==> config.mk <==
export PLATFORM = sky130hd
export DESIGN_NAME = debounce_tick_flat
export DESIGN_NICKNAME = d
export VERILOG_FILES = /design/src/rtl/debounce_pkg.sv /design/src/rtl/debounce_tick_if.sv /design/src/rtl/debounce_chan.sv /design/src/rtl/debounce_tick.sv /design/src/flat_wrapper.sv
export SDC_FILE = /design/constraint.sdc
export NUM_CORES = 1
export LEC_CHECK = 0
export CORE_MARGIN = 2
export CORE_UTILIZATION = 60
export CTS_CLUSTER_DIAMETER = 200
export DETAILED_ROUTE_END_ITERATION = 12
export MAX_ROUTING_LAYER = met4
export PLACE_DENSITY = 0.78
export SYNTH_ARGS = -nofsm -noshare
export SYNTH_HDL_FRONTEND = slang
export SYNTH_SLANG_ARGS = --single-unit
==> constraint.sdc <==
create_clock -name clk -period 3.25 [get_ports clk]
set_input_delay 0.65 -clock clk [delete_from_list [all_inputs] [get_ports clk]]
set_output_delay 0.65 -clock clk [all_outputs]
set_load 0.005 [all_outputs]
==> src/rtl/debounce_pkg.sv <==
// Shared front-panel debounce definitions.
// Contents:
//   - S_LOW / S_RISE_CHK / S_HIGH / S_FALL_CHK : 2-bit per-channel FSM state codes.
//     These values also appear on the state_dbg bus.
//   - DEF_STABLE_TICKS / DEF_LONG_TICKS : default qualification and long-press times,
//     counted in prescaler ticks.
//   - debounce_state_name : readable state name for messages.
package debounce_pkg;

    localparam logic [1:0] S_LOW      = 2'd0;
    localparam logic [1:0] S_RISE_CHK = 2'd1;
    localparam logic [1:0] S_HIGH     = 2'd2;
    localparam logic [1:0] S_FALL_CHK = 2'd3;

    localparam int DEF_STABLE_TICKS = 2;
    localparam int DEF_LONG_TICKS   = 10;

    function automatic string debounce_state_name(input logic [1:0] st);
        case (st)
            S_LOW:      return "S_LOW";
            S_RISE_CHK: return "S_RISE_CHK";
            S_HIGH:     return "S_HIGH";
            default:    return "S_FALL_CHK";
        endcase
    endfunction

endpackage

==> src/rtl/debounce_tick_if.sv <==
// Front-panel debounce bus.
// Signals:
//   - tick        : shared prescaler tick (1-cycle pulse)
//   - btn_in      : raw asynchronous button inputs
//   - btn_level   : debounced level
//   - btn_press   : 1-cycle event pulse on an accepted press
//   - btn_release : 1-cycle event pulse on an accepted release
//   - btn_long    : 1-cycle event pulse on a long press
//   - state_dbg   : per-channel FSM state, 2 bits per channel.
//                   Channel i occupies bits [2*i +: 2].
// Modports:
//   - master : the side that drives tick and btn_in (prescaler / pads)
//   - slave  : the debouncer
// There is no valid/ready handshake on this bus.
// Every event output is a single-cycle pulse. The consumer must sample it on each clock.
interface debounce_tick_if #(
    parameter int N = 4
);
    logic           tick;
    logic [N-1:0]   btn_in;
    logic [N-1:0]   btn_level;
    logic [N-1:0]   btn_press;
    logic [N-1:0]   btn_release;
    logic [N-1:0]   btn_long;
    logic [2*N-1:0] state_dbg;

    modport master (
        output tick, btn_in,
        input  btn_level, btn_press, btn_release, btn_long, state_dbg
    );

    modport slave (
        input  tick, btn_in,
        output btn_level, btn_press, btn_release, btn_long, state_dbg
    );
endinterface

==> src/rtl/debounce_chan.sv <==
// Single-channel debouncer. The channel contains:
//   - a 2-FF synchroniser,
//   - a 4-state qualification FSM,
//   - a stability counter (stab_cnt),
//   - a hold counter (hold_cnt).
//
// Ports:
//   - clk, rst_n    : clock; synchronous reset, active low
//   - tick          : shared prescaler tick
//   - btn_in        : raw asynchronous input
//   - btn_level     : debounced level
//   - btn_press     : 1-cycle pulse, registered
//   - btn_release   : 1-cycle pulse, registered
//   - btn_long      : 1-cycle pulse, registered
//   - state_dbg     : current FSM state
//
// Priority rule:
//   If the synchronised input changes in the same cycle as a tick, the state change wins.
//   That tick is not counted by this channel.
module debounce_chan
    import debounce_pkg::*;
#(
    parameter int STABLE_TICKS = DEF_STABLE_TICKS,
    parameter int LONG_TICKS   = DEF_LONG_TICKS,
    parameter int CNT_W        = 8
) (
    input  logic       clk,
    input  logic       rst_n,
    input  logic       tick,
    input  logic       btn_in,
    output logic       btn_level,
    output logic       btn_press,
    output logic       btn_release,
    output logic       btn_long,
    output logic [1:0] state_dbg
);

    localparam logic [CNT_W-1:0] STAB_LAST = CNT_W'(STABLE_TICKS - 1);
    localparam logic [CNT_W-1:0] LONG_CNT  = CNT_W'(LONG_TICKS);
    localparam logic [CNT_W-1:0] LONG_LAST = CNT_W'(LONG_TICKS - 1);

    logic             sync1_q, sync1_d;
    logic             sync2_q, sync2_d;
    logic [1:0]       state_q, state_d;
    logic [CNT_W-1:0] stab_q, stab_d;
    logic [CNT_W-1:0] hold_q, hold_d;
    logic             level_q, level_d;
    logic             press_q, press_d;
    logic             release_q, release_d;
    logic             long_q, long_d;

    always_comb begin
        sync1_d   = btn_in;
        sync2_d   = sync1_q;
        state_d   = state_q;
        stab_d    = stab_q;
        hold_d    = hold_q;
        level_d   = level_q;
        press_d   = 1'b0;
        release_d = 1'b0;
        long_d    = 1'b0;

        case (state_q)
            S_LOW: begin
                if (sync2_q) begin
                    state_d = S_RISE_CHK;
                    stab_d  = '0;
                end
            end
            S_RISE_CHK: begin
                if (!sync2_q) begin
                    state_d = S_LOW;
                end else if (tick) begin
                    if (stab_q == STAB_LAST) begin
                        state_d = S_HIGH;
                        level_d = 1'b1;
                        press_d = 1'b1;
                        hold_d  = '0;
                        stab_d  = '0;
                    end else begin
                        stab_d = stab_q + CNT_W'(1);
                    end
                end
            end
            S_HIGH: begin
                if (!sync2_q) begin
                    state_d = S_FALL_CHK;
                    stab_d  = '0;
                end else if (tick && LONG_TICKS != 0 && hold_q < LONG_CNT) begin
                    // hold_cnt saturates, so btn_long fires only once per press
                    hold_d = hold_q + CNT_W'(1);
                    long_d = (hold_q == LONG_LAST);
                end
            end
            S_FALL_CHK: begin
                if (sync2_q) begin
                    // Bounce back: hold_cnt is preserved, so a fired long cannot re-fire.
                    state_d = S_HIGH;
                end else if (tick) begin
                    if (stab_q == STAB_LAST) begin
                        state_d   = S_LOW;
                        level_d   = 1'b0;
                        release_d = 1'b1;
                        hold_d    = '0;
                        stab_d    = '0;
                    end else begin
                        stab_d = stab_q + CNT_W'(1);
                        // The button still counts as held until the release is accepted.
                        if (LONG_TICKS != 0 && hold_q < LONG_CNT) begin
                            hold_d = hold_q + CNT_W'(1);
                            long_d = (hold_q == LONG_LAST);
                        end
                    end
                end
            end
            default: state_d = S_LOW;
        endcase
    end

    always_ff @(posedge clk) begin
        if (!rst_n) begin
            sync1_q   <= 1'b0;
            sync2_q   <= 1'b0;
            state_q   <= S_LOW;
            stab_q    <= '0;
            hold_q    <= '0;
            level_q   <= 1'b0;
            press_q   <= 1'b0;
            release_q <= 1'b0;
            long_q    <= 1'b0;
        end else begin
            sync1_q   <= sync1_d;
            sync2_q   <= sync2_d;
            state_q   <= state_d;
            stab_q    <= stab_d;
            hold_q    <= hold_d;
            level_q   <= level_d;
            press_q   <= press_d;
            release_q <= release_d;
            long_q    <= long_d;
        end
    end

    assign btn_level   = level_q;
    assign btn_press   = press_q;
    assign btn_release = release_q;
    assign btn_long    = long_q;
    assign state_dbg   = state_q;

endmodule

==> src/rtl/debounce_tick.sv <==
// Multi-channel button/switch debouncer.
// Structure:
//   - One debounce_chan instance per input.
//   - All channels share the external prescaler tick.
//   - This block generates no tick of its own.
// Ports:
//   - clk, rst_n : clock; synchronous reset, active low
//   - bus        : debounce_tick_if slave modport, carrying:
//                    tick, btn_in, btn_level, btn_press, btn_release, btn_long, state_dbg
// Parameters:
//   - NUM_INPUTS must match the N parameter of the connected interface.
module debounce_tick
    import debounce_pkg::*;
#(
    parameter int NUM_INPUTS   = 4,
    parameter int STABLE_TICKS = DEF_STABLE_TICKS,
    parameter int LONG_TICKS   = DEF_LONG_TICKS,
    parameter int CNT_W        = 8
) (
    input  logic            clk,
    input  logic            rst_n,
    debounce_tick_if.slave  bus
);

    logic [NUM_INPUTS-1:0]   level_w;
    logic [NUM_INPUTS-1:0]   press_w;
    logic [NUM_INPUTS-1:0]   release_w;
    logic [NUM_INPUTS-1:0]   long_w;
    logic [2*NUM_INPUTS-1:0] state_w;

    for (genvar i = 0; i < NUM_INPUTS; i++) begin : g_chan
        debounce_chan #(
            .STABLE_TICKS (STABLE_TICKS),
            .LONG_TICKS   (LONG_TICKS),
            .CNT_W        (CNT_W)
        ) u_chan (
            .clk         (clk),
            .rst_n       (rst_n),
            .tick        (bus.tick),
            .btn_in      (bus.btn_in[i]),
            .btn_level   (level_w[i]),
            .btn_press   (press_w[i]),
            .btn_release (release_w[i]),
            .btn_long    (long_w[i]),
            .state_dbg   (state_w[2*i +: 2])
        );
    end

    assign bus.btn_level   = level_w;
    assign bus.btn_press   = press_w;
    assign bus.btn_release = release_w;
    assign bus.btn_long    = long_w;
    assign bus.state_dbg   = state_w;

endmodule

==> src/flat_wrapper.sv <==
// flat-port wrapper written by rule: the top's interface ports become plain ports
module debounce_tick_flat import debounce_pkg::*;
#(
    parameter int NUM_INPUTS   = 4,
    parameter int STABLE_TICKS = DEF_STABLE_TICKS,
    parameter int LONG_TICKS   = DEF_LONG_TICKS,
    parameter int CNT_W        = 8
)
  (clk, rst_n, bus_tick, bus_btn_in, bus_btn_level, bus_btn_press, bus_btn_release, bus_btn_long, bus_state_dbg);
  debounce_tick_if #(.N((4))) bus_i ();
  input  logic clk;
  input  logic rst_n;
  input wire logic [$bits(bus_i.tick)-1:0] bus_tick;
  input wire logic [$bits(bus_i.btn_in)-1:0] bus_btn_in;
  output wire logic [$bits(bus_i.btn_level)-1:0] bus_btn_level;
  output wire logic [$bits(bus_i.btn_press)-1:0] bus_btn_press;
  output wire logic [$bits(bus_i.btn_release)-1:0] bus_btn_release;
  output wire logic [$bits(bus_i.btn_long)-1:0] bus_btn_long;
  output wire logic [$bits(bus_i.state_dbg)-1:0] bus_state_dbg;
  assign bus_i.tick = bus_tick;
  assign bus_i.btn_in = bus_btn_in;
  assign bus_btn_level = bus_i.btn_level;
  assign bus_btn_press = bus_i.btn_press;
  assign bus_btn_release = bus_i.btn_release;
  assign bus_btn_long = bus_i.btn_long;
  assign bus_state_dbg = bus_i.state_dbg;
  debounce_tick #(.NUM_INPUTS(NUM_INPUTS), .STABLE_TICKS(STABLE_TICKS), .LONG_TICKS(LONG_TICKS), .CNT_W(CNT_W)) u_core (.clk(clk), .rst_n(rst_n), .bus(bus_i));
endmodule
==> results of run 1 <==
-- layout make-up --
cell class                      count  share of cell area
Sequential cell                    96               0.386
Multi-Input combinational cell    359               0.469
Clock buffer                       10              0.0256
Clock inverter                      5              0.0163
Timing Repair Buffer               33              0.0649
Inverter                           18              0.0136
Tap cell                           99              0.0249
-- state kept, by name, summed over array words and instances (netlist names), named ones only --
signal and cells:
u_core.g_chan.u_chan.hold_q 32, u_core.g_chan.u_chan.stab_q 32, u_core.g_chan.u_chan.btn_level 4, u_core.g_chan.u_chan.btn_long 4
u_core.g_chan.u_chan.btn_press 4, u_core.g_chan.u_chan.btn_release 4, u_core.g_chan.u_chan.state_dbg 4, u_core.g_chan.u_chan.sync1_q 4
u_core.g_chan.u_chan.sync2_q 4
-- cell families (layout without fill, tap and decap cells) --
logic type | after synthesis | in the layout | share of synthesized area
adders and majority gates | 16 | 16 | 0.0442
buffers and inverters | 54 | 66 | 0.0613
xor gates and xnor gates | 33 | 33 | 0.0638
muxes | 6 | 6 | 0.0133
and+or+nand+nor | 223 | 223 | 0.272
AOI/OAI and AO/OA | 81 | 81 | 0.122
DFF | 96 | 96 | 0.424
-- through the flow --
| step | instance area, sq um | std cells | hold WS [ns] | total power [mW] |
|---|---|---|---|---|
| after global routing | 4980 | 620 | 0.474 | 2.21 |
| after detailed placement | 4770 | 605 | 0.419 | 1.33 |
| after global placement | 4770 | 605 | 0.414 | 1.32 |
| final | 4980 | 620 | 0.440 | 2.14 |
| after CTS | 4980 | 620 | 0.441 | 2.15 |
| after floorplan | 4530 | 509 | 0.410 | 1.29 |
-- cells in the mapped netlist, drive strengths merged (8+ instances only) --
| cell type | instances |
|---|---|
| nand3 | 23 |
| xnor2 | 12 |
| buf | 27 |
| inv | 16 |
| nor4b | 8 |
| ha | 16 |
| nor2 | 56 |
| a21oi | 18 |
| xor2 | 21 |
| o21ai | 19 |
| and2 | 20 |
| clkbuf | 9 |
| nor3 | 18 |
| nand4 | 19 |
| dfxtp | 96 |
| nand2 | 33 |
-- layer usage --
metal | global-route usage | share of wire | wire, microns | up-vias
li1 | - | - | - | 1795
met1 | 0.273 | 0.46 | 4060 | 1699
met2 | 0.386 | 0.48 | 4220 | 92
met3 | 0.0351 | 0.044 | 392 | 13
met4 | 0.0972 | 0.016 | 142 | 0
met5 | - | 0 | 0 | -
-- placed cells by master (no fill, tap or decap), types with 5 or more instances in the layout --
cell type / n
sky130_fd_sc_hd__a211oi_1: 5
sky130_fd_sc_hd__a21oi_1: 16
sky130_fd_sc_hd__a41oi_1: 5
sky130_fd_sc_hd__and2_1: 20
sky130_fd_sc_hd__and3_1: 6
sky130_fd_sc_hd__clkbuf_8: 9
sky130_fd_sc_hd__clkdlybuf4s50_1: 30
sky130_fd_sc_hd__dfxtp_1: 96
sky130_fd_sc_hd__ha_1: 16
sky130_fd_sc_hd__inv_1: 16
sky130_fd_sc_hd__mux2i_1: 6
sky130_fd_sc_hd__nand2_1: 32
sky130_fd_sc_hd__nand2b_1: 7
sky130_fd_sc_hd__nand3_1: 23
sky130_fd_sc_hd__nand4_1: 19
sky130_fd_sc_hd__nor2_1: 56
sky130_fd_sc_hd__nor3_1: 18
sky130_fd_sc_hd__nor3b_1: 7
sky130_fd_sc_hd__nor4_1: 6
sky130_fd_sc_hd__nor4b_1: 5
sky130_fd_sc_hd__o211ai_1: 7
sky130_fd_sc_hd__o21ai_0: 14
sky130_fd_sc_hd__xnor2_1: 12
sky130_fd_sc_hd__xor2_1: 21
-- power groups by stage --
stage / Sequential, mW / Combinational (mW) / Clock [mW]
final: 1.20 / 0.0971 / 0.838
after global routing: 1.21 / 0.109 / 0.898
after CTS: 1.20 / 0.0971 / 0.851
after detailed placement: 1.23 / 0.0964 / 0
after global placement: 1.23 / 0.0945 / 0
after floorplan: 1.22 / 0.0727 / 0
-- worst paths after layout --
path,from,to,slack [ns]
worst max-delay path,flop,bus_state_dbg[3],1.03
worst max register to register,u_core.g_chan[2].u_chan.stab_q[0]$_SDFFE_PN0P_,u_core.g_chan[2].u_chan.hold_q[3]$_SDFFE_PN0P_,1.07
worst min register to register,u_core.g_chan[0].u_chan.sync1_q$_SDFF_PN0_,u_core.g_chan[0].u_chan.sync2_q$_SDFF_PN0_,0.44
worst min-delay path,u_core.g_chan[0].u_chan.sync1_q$_SDFF_PN0_,u_core.g_chan[0].u_chan.sync2_q$_SDFF_PN0_,0.44
==> metrics, run 1 <==
flip-flop and latch area=1920 sq um; horizontal die dimension=90.9 microns; tightest slew margin relative to the limit=0.559; sequential fraction of the synthesis area=0.424; crit path capture type=primary output; routed wire length per instance=14.2 microns; fraction of power consumed by combinational cells=0.045; final hold viol count=0; GP Congestion=0.856; power per cell area=430 nW/um^2; worst-case reg-to-reg path depth=5; peak per-stage delay on the critical path=0.62 ns; post-cts resize count=0; number of antenna violations at the first check in global routing=0; GRT Overall Usage=0.229; EDFF count, synth=0; CP max stage cell=sky130_fd_sc_hd__dfxtp_1; largest fanout on the critical path=13; Gate Count Post-Synth=509; # port buffers=30; Final Util=0.683; leftover overflow at the end of global routing=0; number of buffers and inverters on the critical path=1; category of the most critical setup path=reg -> out; DP HPWL=6090 microns; part of the power in the clock network=0.392; IR drop worst, VDD=a little over 0.2 mV; maximum level of the CTS H-tree=3; setup tns final=0 ns; post-route fraction of the period consumed by the critical path=0.682; fraction of final layout cells with drive strength greater than 1=0.0576; global-route wire length before repair=around 15000 microns; fill cell count=between 600 and 700; clock skew=0.00645 ns; leakage power summed over all cells=approximately 1.8 nW; net count after synthesis=532; final antenna diode count=0; first-pass detailed-route iteration total=4; max capacitance violation total=0; Worst-Margin Slew=0.653 ns; Post-CTS Hold Fix Bufs=0; setup slack of the critical path after layout=1.03 ns; 1st-iter DRT viols=about 180; cell type group with the largest total delay on the critical path=flip-flops; TritonCTS clock tree=done; async set or reset register ratio after synthesis=0; starting utilization of the core area=0.621; part of the total power dissipated in sequential elements=0.563; Die Footprint=8260 sq um; area taken by multi-input logic gates=2330 sq um; clock sink count=96; final setup violation count=0; number of instances on the worst hold path=1; vias per std cell=just under 6; net switching share of the total power=0.226; cell area after synthesis=4530 sq um; clock input transition at the sequential cells of the worst setup and hold paths=0.09 ns; Main synth FF type=sky130_fd_sc_hd__dfxtp_1; stages on the worst setup path=1; Vias=around 3.6k; syn avg cell area=8.90 sq um; later-pin clock latency in the skew report=around 0.36 ns; Highest Clock Rate=0.451 GHz; vertical die dimension=slightly above 90 microns; Crit path arrival time=~1.6 ns; Routed WL=8820 microns; maximum number of pins on one net before global-route repair=28; power spent charging and discharging nets=about 0.48 mW; number of global-route vias before repair=3459; Int Power=1.66 mW; TritonCTS buffer count=9; area overhead of the layout relative to synthesis=9.83%; status=completed; count of boundary I/O pins=31; area leader, netlist=sky130_fd_sc_hd__dfxtp_1; Core Area=between 7000 and 8000 sq um; DP Worst Slack=0.676 ns; series of cell instances along the critical path=clkdlybuf4s50_1; number of synthesized register bits=96; max-slew violations=0; WP data required=2.60 ns; number of nets with antenna violations after routing=0; setup fix buffers added after clock tree synthesis=0; shortest clock period the worst path allows after layout=2.22 ns; clock root cell=sky130_fd_sc_hd__clkbuf_8; Final nets=between 500 and 600; number of placement rows=31; CP Launch Type=flop; clock buffer depth=2; setup repair after global routing missed its margin=no; Synth Warn #=0; class of the worst hold path=reg -> reg; post-synth top area share=0.424; distinct cell type count after synthesis=60; biggest area contributors in the synthesized netlist=sky130_fd_sc_hd__dfxtp_1 (42%), sky130_fd_sc_hd__nor2_1 (4.6%), sky130_fd_sc_hd__ha_1 (4.4%), sky130_fd_sc_hd__xor2_1 (4.1%), sky130_fd_sc_hd__buf_4 (2.8%); post-detailed-route DRC marker count=0
(Power assumes the default switching activity.)
==> run 2, diff against run 1 <==
--- a/config.mk
+++ b/config.mk
@@ -6,11 +6,11 @@
 export NUM_CORES = 1
 export LEC_CHECK = 0
 export CORE_MARGIN = 2
-export CORE_UTILIZATION = 60
+export CORE_UTILIZATION = 53
 export CTS_CLUSTER_DIAMETER = 200
 export DETAILED_ROUTE_END_ITERATION = 12
 export MAX_ROUTING_LAYER = met4
-export PLACE_DENSITY = 0.78
+export PLACE_DENSITY = 0.73
 export SYNTH_ARGS = -nofsm -noshare
 export SYNTH_HDL_FRONTEND = slang
 export SYNTH_SLANG_ARGS = --single-unit
==> constraint.sdc (replaced) <==
create_clock -name clk -period 1.85 [get_ports clk]
set_input_delay 0.37 -clock clk [delete_from_list [all_inputs] [get_ports clk]]
set_output_delay 0.37 -clock clk [all_outputs]
set_load 0.005 [all_outputs]
==> run 2 against run 1 <==
Compared with the run above:
- clock power grew 80%
- sequential power rose by 75%
- power rose by 80%
- critical path type unchanged
- flip-flop and latch count unchanged
- highest routed layer unchanged
- largest cell class unchanged
- count of clock-buffer cells in the layout up 2
==> metrics, run 2 (synthesis results as in run 1) <==
max-slew violations=0 (unchanged); crit path capture type=primary output (unchanged); 1st-iter DRT viols=120 (was 176); TritonCTS clock tree=done (unchanged); number of instances on the worst hold path=1 (unchanged); clock sink count=96 (unchanged); max capacitance violation total=0 (unchanged); fraction of power consumed by combinational cells=0.063 (was 0.045); Final nets=592 (was 540); # port buffers=30 (unchanged); count of boundary I/O pins=31 (unchanged); clock buffer depth=2 (unchanged); DP HPWL=6860 microns (was 6090 microns); final antenna diode count=0 (unchanged); clock skew=0.00508 ns (was 0.00645 ns); peak per-stage delay on the critical path=0.57 ns (was 0.62 ns); part of the total power dissipated in sequential elements=0.546 (was 0.563); vertical die dimension=96.5 microns (was 90.9 microns); Crit path arrival time=1.43 ns (was 1.57 ns); Core Area=8260 sq um (was 7290 sq um); post-detailed-route DRC marker count=0 (unchanged); DP Worst Slack=-0.230 ns (was 0.676 ns); Die Footprint=9310 sq um (was 8260 sq um); setup slack of the critical path after layout=0.0457 ns (was 1.03 ns); post-layout instance area=5460 sq um (was 4980 sq um); cell type group with the largest total delay on the critical path=buffers and inverters (was flip-flops); series of cell instances along the critical path=clkdlybuf4s50_1 (unchanged); final setup violation count=0 (unchanged); GRT Overall Usage=0.215 (was 0.229); post-route worst hold slack=0.439 ns (was 0.440 ns); critical path capture point=bus_state_dbg[4] (was bus_state_dbg[3]); first-pass detailed-route iteration total=4 (unchanged); later-pin clock latency in the skew report=0.35 ns (was 0.36 ns); launching element of the worst setup path=u_core.g_chan[2].u_chan.state_dbg[0]$_SDFFE_PN0P_; Int Power=3.03 mW (was 1.66 mW); number of global-route vias before repair=3428 (was 3459); stages on the worst setup path=1 (unchanged); maximum level of the CTS H-tree=3 (unchanged); Vias=3751 (was 3599); shortest clock period the worst path allows after layout=1.80 ns; worst hold start=u_core.g_chan[1].u_chan.sync1_q$_SDFF_PN0_ (was u_core.g_chan[0].u_chan.sync1_q$_SDFF_PN0_); IR drop worst, VDD=0.461 mV (was 0.204 mV); tightest slew margin relative to the limit=0.689 (was 0.559); worst-case reg-to-reg path depth=5 (unchanged); number of buffers and inverters on the critical path=1 (unchanged); final cell count without fillers=678 (was 620); maximum number of pins on one net before global-route repair=17 (was 28); most common library cell in the layout ignoring fill and taps=sky130_fd_sc_hd__dfxtp_1 (unchanged); largest fanout on the critical path=9 (was 13); starting utilization of the core area=0.549 (was 0.621); Reg2Reg Setup Slack=0.12 ns (was 1.07 ns); power per cell area=706 nW/um^2 (was 430 nW/um^2); number of nets with antenna violations after routing=0 (unchanged); Routed WL=9430 microns (was 8820 microns); r2r startpoint=u_core.g_chan[1].u_chan.hold_q[7]$_SDFFE_PN0P_ (was u_core.g_chan[2].u_chan.stab_q[0]$_SDFFE_PN0P_); post-route fraction of the period consumed by the critical path=0.975; largest registers ranked by flip-flop count=u_core.g_chan.u_chan.hold_q (32), u_core.g_chan.u_chan.stab_q (32) (unchanged); area overhead of the layout relative to synthesis=20.4% (was 9.83%); vias per std cell=5.53 (was 5.80); net switching share of the total power=0.214 (was 0.226); setup repair after global routing missed its margin=yes (was no); class of the worst hold path=reg -> reg (unchanged); fraction of final layout cells with drive strength greater than 1=0.162 (was 0.0576); final hold viol count=0 (unchanged); GP Congestion=0.873 (was 0.856); Worst-Margin Slew=0.464 ns (was 0.653 ns); status=completed (unchanged); WP data required=1.48 ns (was 2.60 ns); dpl cells=662 (was 605); part of the power in the clock network=0.391 (was 0.392); CP max stage cell=sky130_fd_sc_hd__clkdlybuf4s50_1 (was sky130_fd_sc_hd__dfxtp_1); category of the most critical setup path=reg -> out (unchanged); leakage power summed over all cells=2.05 nW (was 1.76 nW); TritonCTS buffer count=9 (unchanged); global-route wire length before repair=15400 microns (was 15300 microns); horizontal die dimension=96.5 microns (was 90.9 microns); area of placed instances=5170 sq um (was 4770 sq um); Highest Clock Rate=0.554 GHz; number of placement rows=33 (was 31); leading cell types in the layout, fill and taps excluded=sky130_fd_sc_hd__dfxtp_1 (89), sky130_fd_sc_hd__nor2_1 (56), sky130_fd_sc_hd__buf_4 (54) (was sky130_fd_sc_hd__dfxtp_1 (96), sky130_fd_sc_hd__nor2_1 (56), sky130_fd_sc_hd__nand2_1 (32)); routed wire length per instance=13.9 microns (was 14.2 microns); leftover overflow at the end of global routing=0 (unchanged); CP Launch Type=flop (unchanged); worst reg2reg endpoint=u_core.g_chan[1].u_chan.hold_q[2]$_SDFFE_PN0P_ (was u_core.g_chan[2].u_chan.hold_q[3]$_SDFFE_PN0P_); clock input transition at the sequential cells of the worst setup and hold paths=0.09 ns (about the same); number of antenna violations at the first check in global routing=0 (unchanged); power spent charging and discharging nets=0.826 mW (was 0.483 mW); clock root cell=sky130_fd_sc_hd__clkbuf_8 (unchanged)
## run 2: cell types whose count changed in the layout (fill, tap and decap cells not counted), sizes merged
cell and change:
clkbuf +2, inv -1, clkinvlp -1, buf +52
## run 2: power by group through the flow
stage	clock, mW	sequential, mW	combinational [mW]
after global routing	1.63	2.11	0.267
final	1.51	2.10	0.242
after floorplan	0	2.15	0.128
after CTS	1.54	2.11	0.237
after detailed placement	0	2.15	0.232
after global placement	0	2.15	0.227
## run 2: timing repair
| item | CTS | global route |
|---|---|---|
| endpoints found under the hold margin | 0 | 0 |
| cloned | 0 | 0 |
| gates resized for setup | 5 | 11 |
| buffers inserted | 0 | 1 |
| hold buffers | 0 | 0 |
| endpoints found under the setup margin | 8 | 17 |
## run 2: worst min path at each step
stage	end	slack (ns)
2_1_floorplan	u_core.g_chan[2].u_chan.hold_q[6]$_SDFFE_PN0P_	0.41
3_3_place_gp	u_core.g_chan[3].u_chan.sync2_q$_SDFF_PN0_	0.42
3_5_place_dp	u_core.g_chan[3].u_chan.sync2_q$_SDFF_PN0_	0.42
4_1_cts	u_core.g_chan[3].u_chan.sync2_q$_SDFF_PN0_	0.44
5_1_grt	u_core.g_chan[3].u_chan.sync2_q$_SDFF_PN0_	0.45
6_report	u_core.g_chan[1].u_chan.sync2_q$_SDFF_PN0_	0.44
## run 2: cell type report
type	instances	area (sq um)
Clock buffer	12	155
Clock inverter	3	65.1
Fill cell	708	2800
Inverter	18	67.6
Multi-Input combinational cell	359	2380
Sequential cell	96	1930
Tap cell	105	131
Timing Repair Buffer	85	726
## run 2: per-layer routing
layer  GRT usage  share of wire
met1       0.272           0.47
met2       0.348           0.48
met3      0.0349          0.033
met4      0.0775          0.017
met5           -              0
## run 2: per-stage QoR
stage / utilization / setup TNS, ns / power (mW)
finish: 0.661 / 0 / 3.85
global route: 0.661 / -0.0499 / 4.00
CTS: 0.655 / 0 / 3.88
detailed placement: 0.626 / -4.43 / 2.39
global placement: 0.626 / -3.97 / 2.38
floorplan: - / 0 / 2.27
==> variant (flow settings as in run 2) <==
`CNT_W` is set to 8 in 3 places; all go to 10.
--- a/src/rtl/debounce_chan.sv
+++ b/src/rtl/debounce_chan.sv
@@ -24,3 +24,3 @@
     parameter int LONG_TICKS   = DEF_LONG_TICKS,
-    parameter int CNT_W        = 8
+    parameter int CNT_W        = 10
 ) (
--- a/src/rtl/debounce_tick.sv
+++ b/src/rtl/debounce_tick.sv
@@ -17,3 +17,3 @@
     parameter int LONG_TICKS   = DEF_LONG_TICKS,
-    parameter int CNT_W        = 8
+    parameter int CNT_W        = 10
 ) (
--- a/src/flat_wrapper.sv
+++ b/src/flat_wrapper.sv
@@ -6,3 +6,3 @@
     parameter int LONG_TICKS   = DEF_LONG_TICKS,
-    parameter int CNT_W        = 8
+    parameter int CNT_W        = 10
 )
Function: no difference found for any inputs over 4 cycles, from zero or initial values and one cycle with rst_n low; that may be too few to reach the edited logic, so the function may still have changed.
==> variant against run 2 <==
The run now ends with setup timing left; area after synthesis grew 13%; wire length up 8.5%; setup slack worse by 0.052 ns; sequential power grew 17%; design area is 14% higher; via count rose by 9.8%; sequential cell count rose by 16; total power up 12%; largest cell class unchanged.
==> variant: results (changes against run 2) <==
Run status
  – Outcome: complete, but fails checks
  – Failing checks: setup timing

STA
  – Final setup fails: 1 (+1)
  – Least-Margin Pin Slew: 0.783 ns (+0.320 ns)
  – Worst setup margin: -0.00616 ns (-0.0519 ns)
  – Setup Total Neg Slack: -0.00616 ns (-0.00616 ns)

Power and ir drop
  – Switch Pwr: 0.972 mW (+18%)
  – Clock network fraction of total power: 37.2% (-1.9 points)
  – VDD IR max: 456 uV (-1.1%)
  – Total power: 4.30 mW (+12%)

Global route
  – Global Route Usage Sum: 20.4% (-1.1 points)
  – Largest net degree at the start of global routing: 20 (+3)
  – First-pass GRT wire length: 16.8 mm (+9.1%)

Placed design
  – Final HPWL DP: 7.18 mm (+4.6%)

Setup path
  – Crit path arrival time: 2.16 ns (+0.73 ns)
  – Type of the worst setup path: reg2reg
  – CP delay by family, top: simple AND/OR/NAND/NOR gates
  – Crit path launch: u_core.g_chan[1].u_chan.stab_q[1]$_SDFFE_PN0P_
  – Worst Path Max Fanout: 3 (-6)
  – Crit path max-delay cell type: or4_4

Synthesis
  – Top cell types by occurrence after synthesis: 112 x dfxtp_1, 63 x nor2_1, 37 x and2_1
  – Top post-synthesis cells by area: dfxtp_1 44%, xor2_1 5.0%, nor2_1 4.6%, and2_1 4.5%, ha_1 3.9%
  – Mapped Nets: 600 (+13%)

Routing
  – Post-Route WL: 10.2 mm (+8.5%)

Clock tree
  – Worst skew pair latency: 0.37 ns (+0.02 ns)
  – Postcts setup bufs: 1 (+1)
  – Post-CTS sizing: 11 (+6)

Min path
  – Hold EP: u_core.g_chan[2].u_chan.sync2_q$_SDFF_PN0_

Final layout
  – Fin cells: 768 (+13%)
==> variant: layout make-up <==
type,instances,share of cell area [%]
Multi-Input combinational cell,408,44.7
Sequential cell,112,36.3
Timing Repair Buffer,82,11.6
Tap cell,129,2.59
Clock buffer,9,1.99
Clock inverter,7,1.60
Inverter,21,1.26
==> variant: cells by family (layout without fill, tap and decap cells) <==
logic type | Yosys count | after routing | synth area share, %
AOI/OAI and AO/OA | 85 | 85 | 10.6
xor gates and xnor gates | 40 | 40 | 6.84
muxes | 4 | 4 | 0.781
DFF | 112 | 112 | 43.8
and+or+nand+nor | 263 | 263 | 28.5
buffers and inverters | 57 | 119 | 5.62
adders and majority gates | 16 | 16 | 3.91
==> variant: metal layers <==
metal / GRT usage [%] / vias to the layer above / wire (um)
met5: - / - / 0
met4: 6.26 / 0 / 131
met3: 4.31 / 12 / 332
met2: 32.4 / 50 / 4990
met1: 26.1 / 1949 / 4770
li1: - / 2107 / -
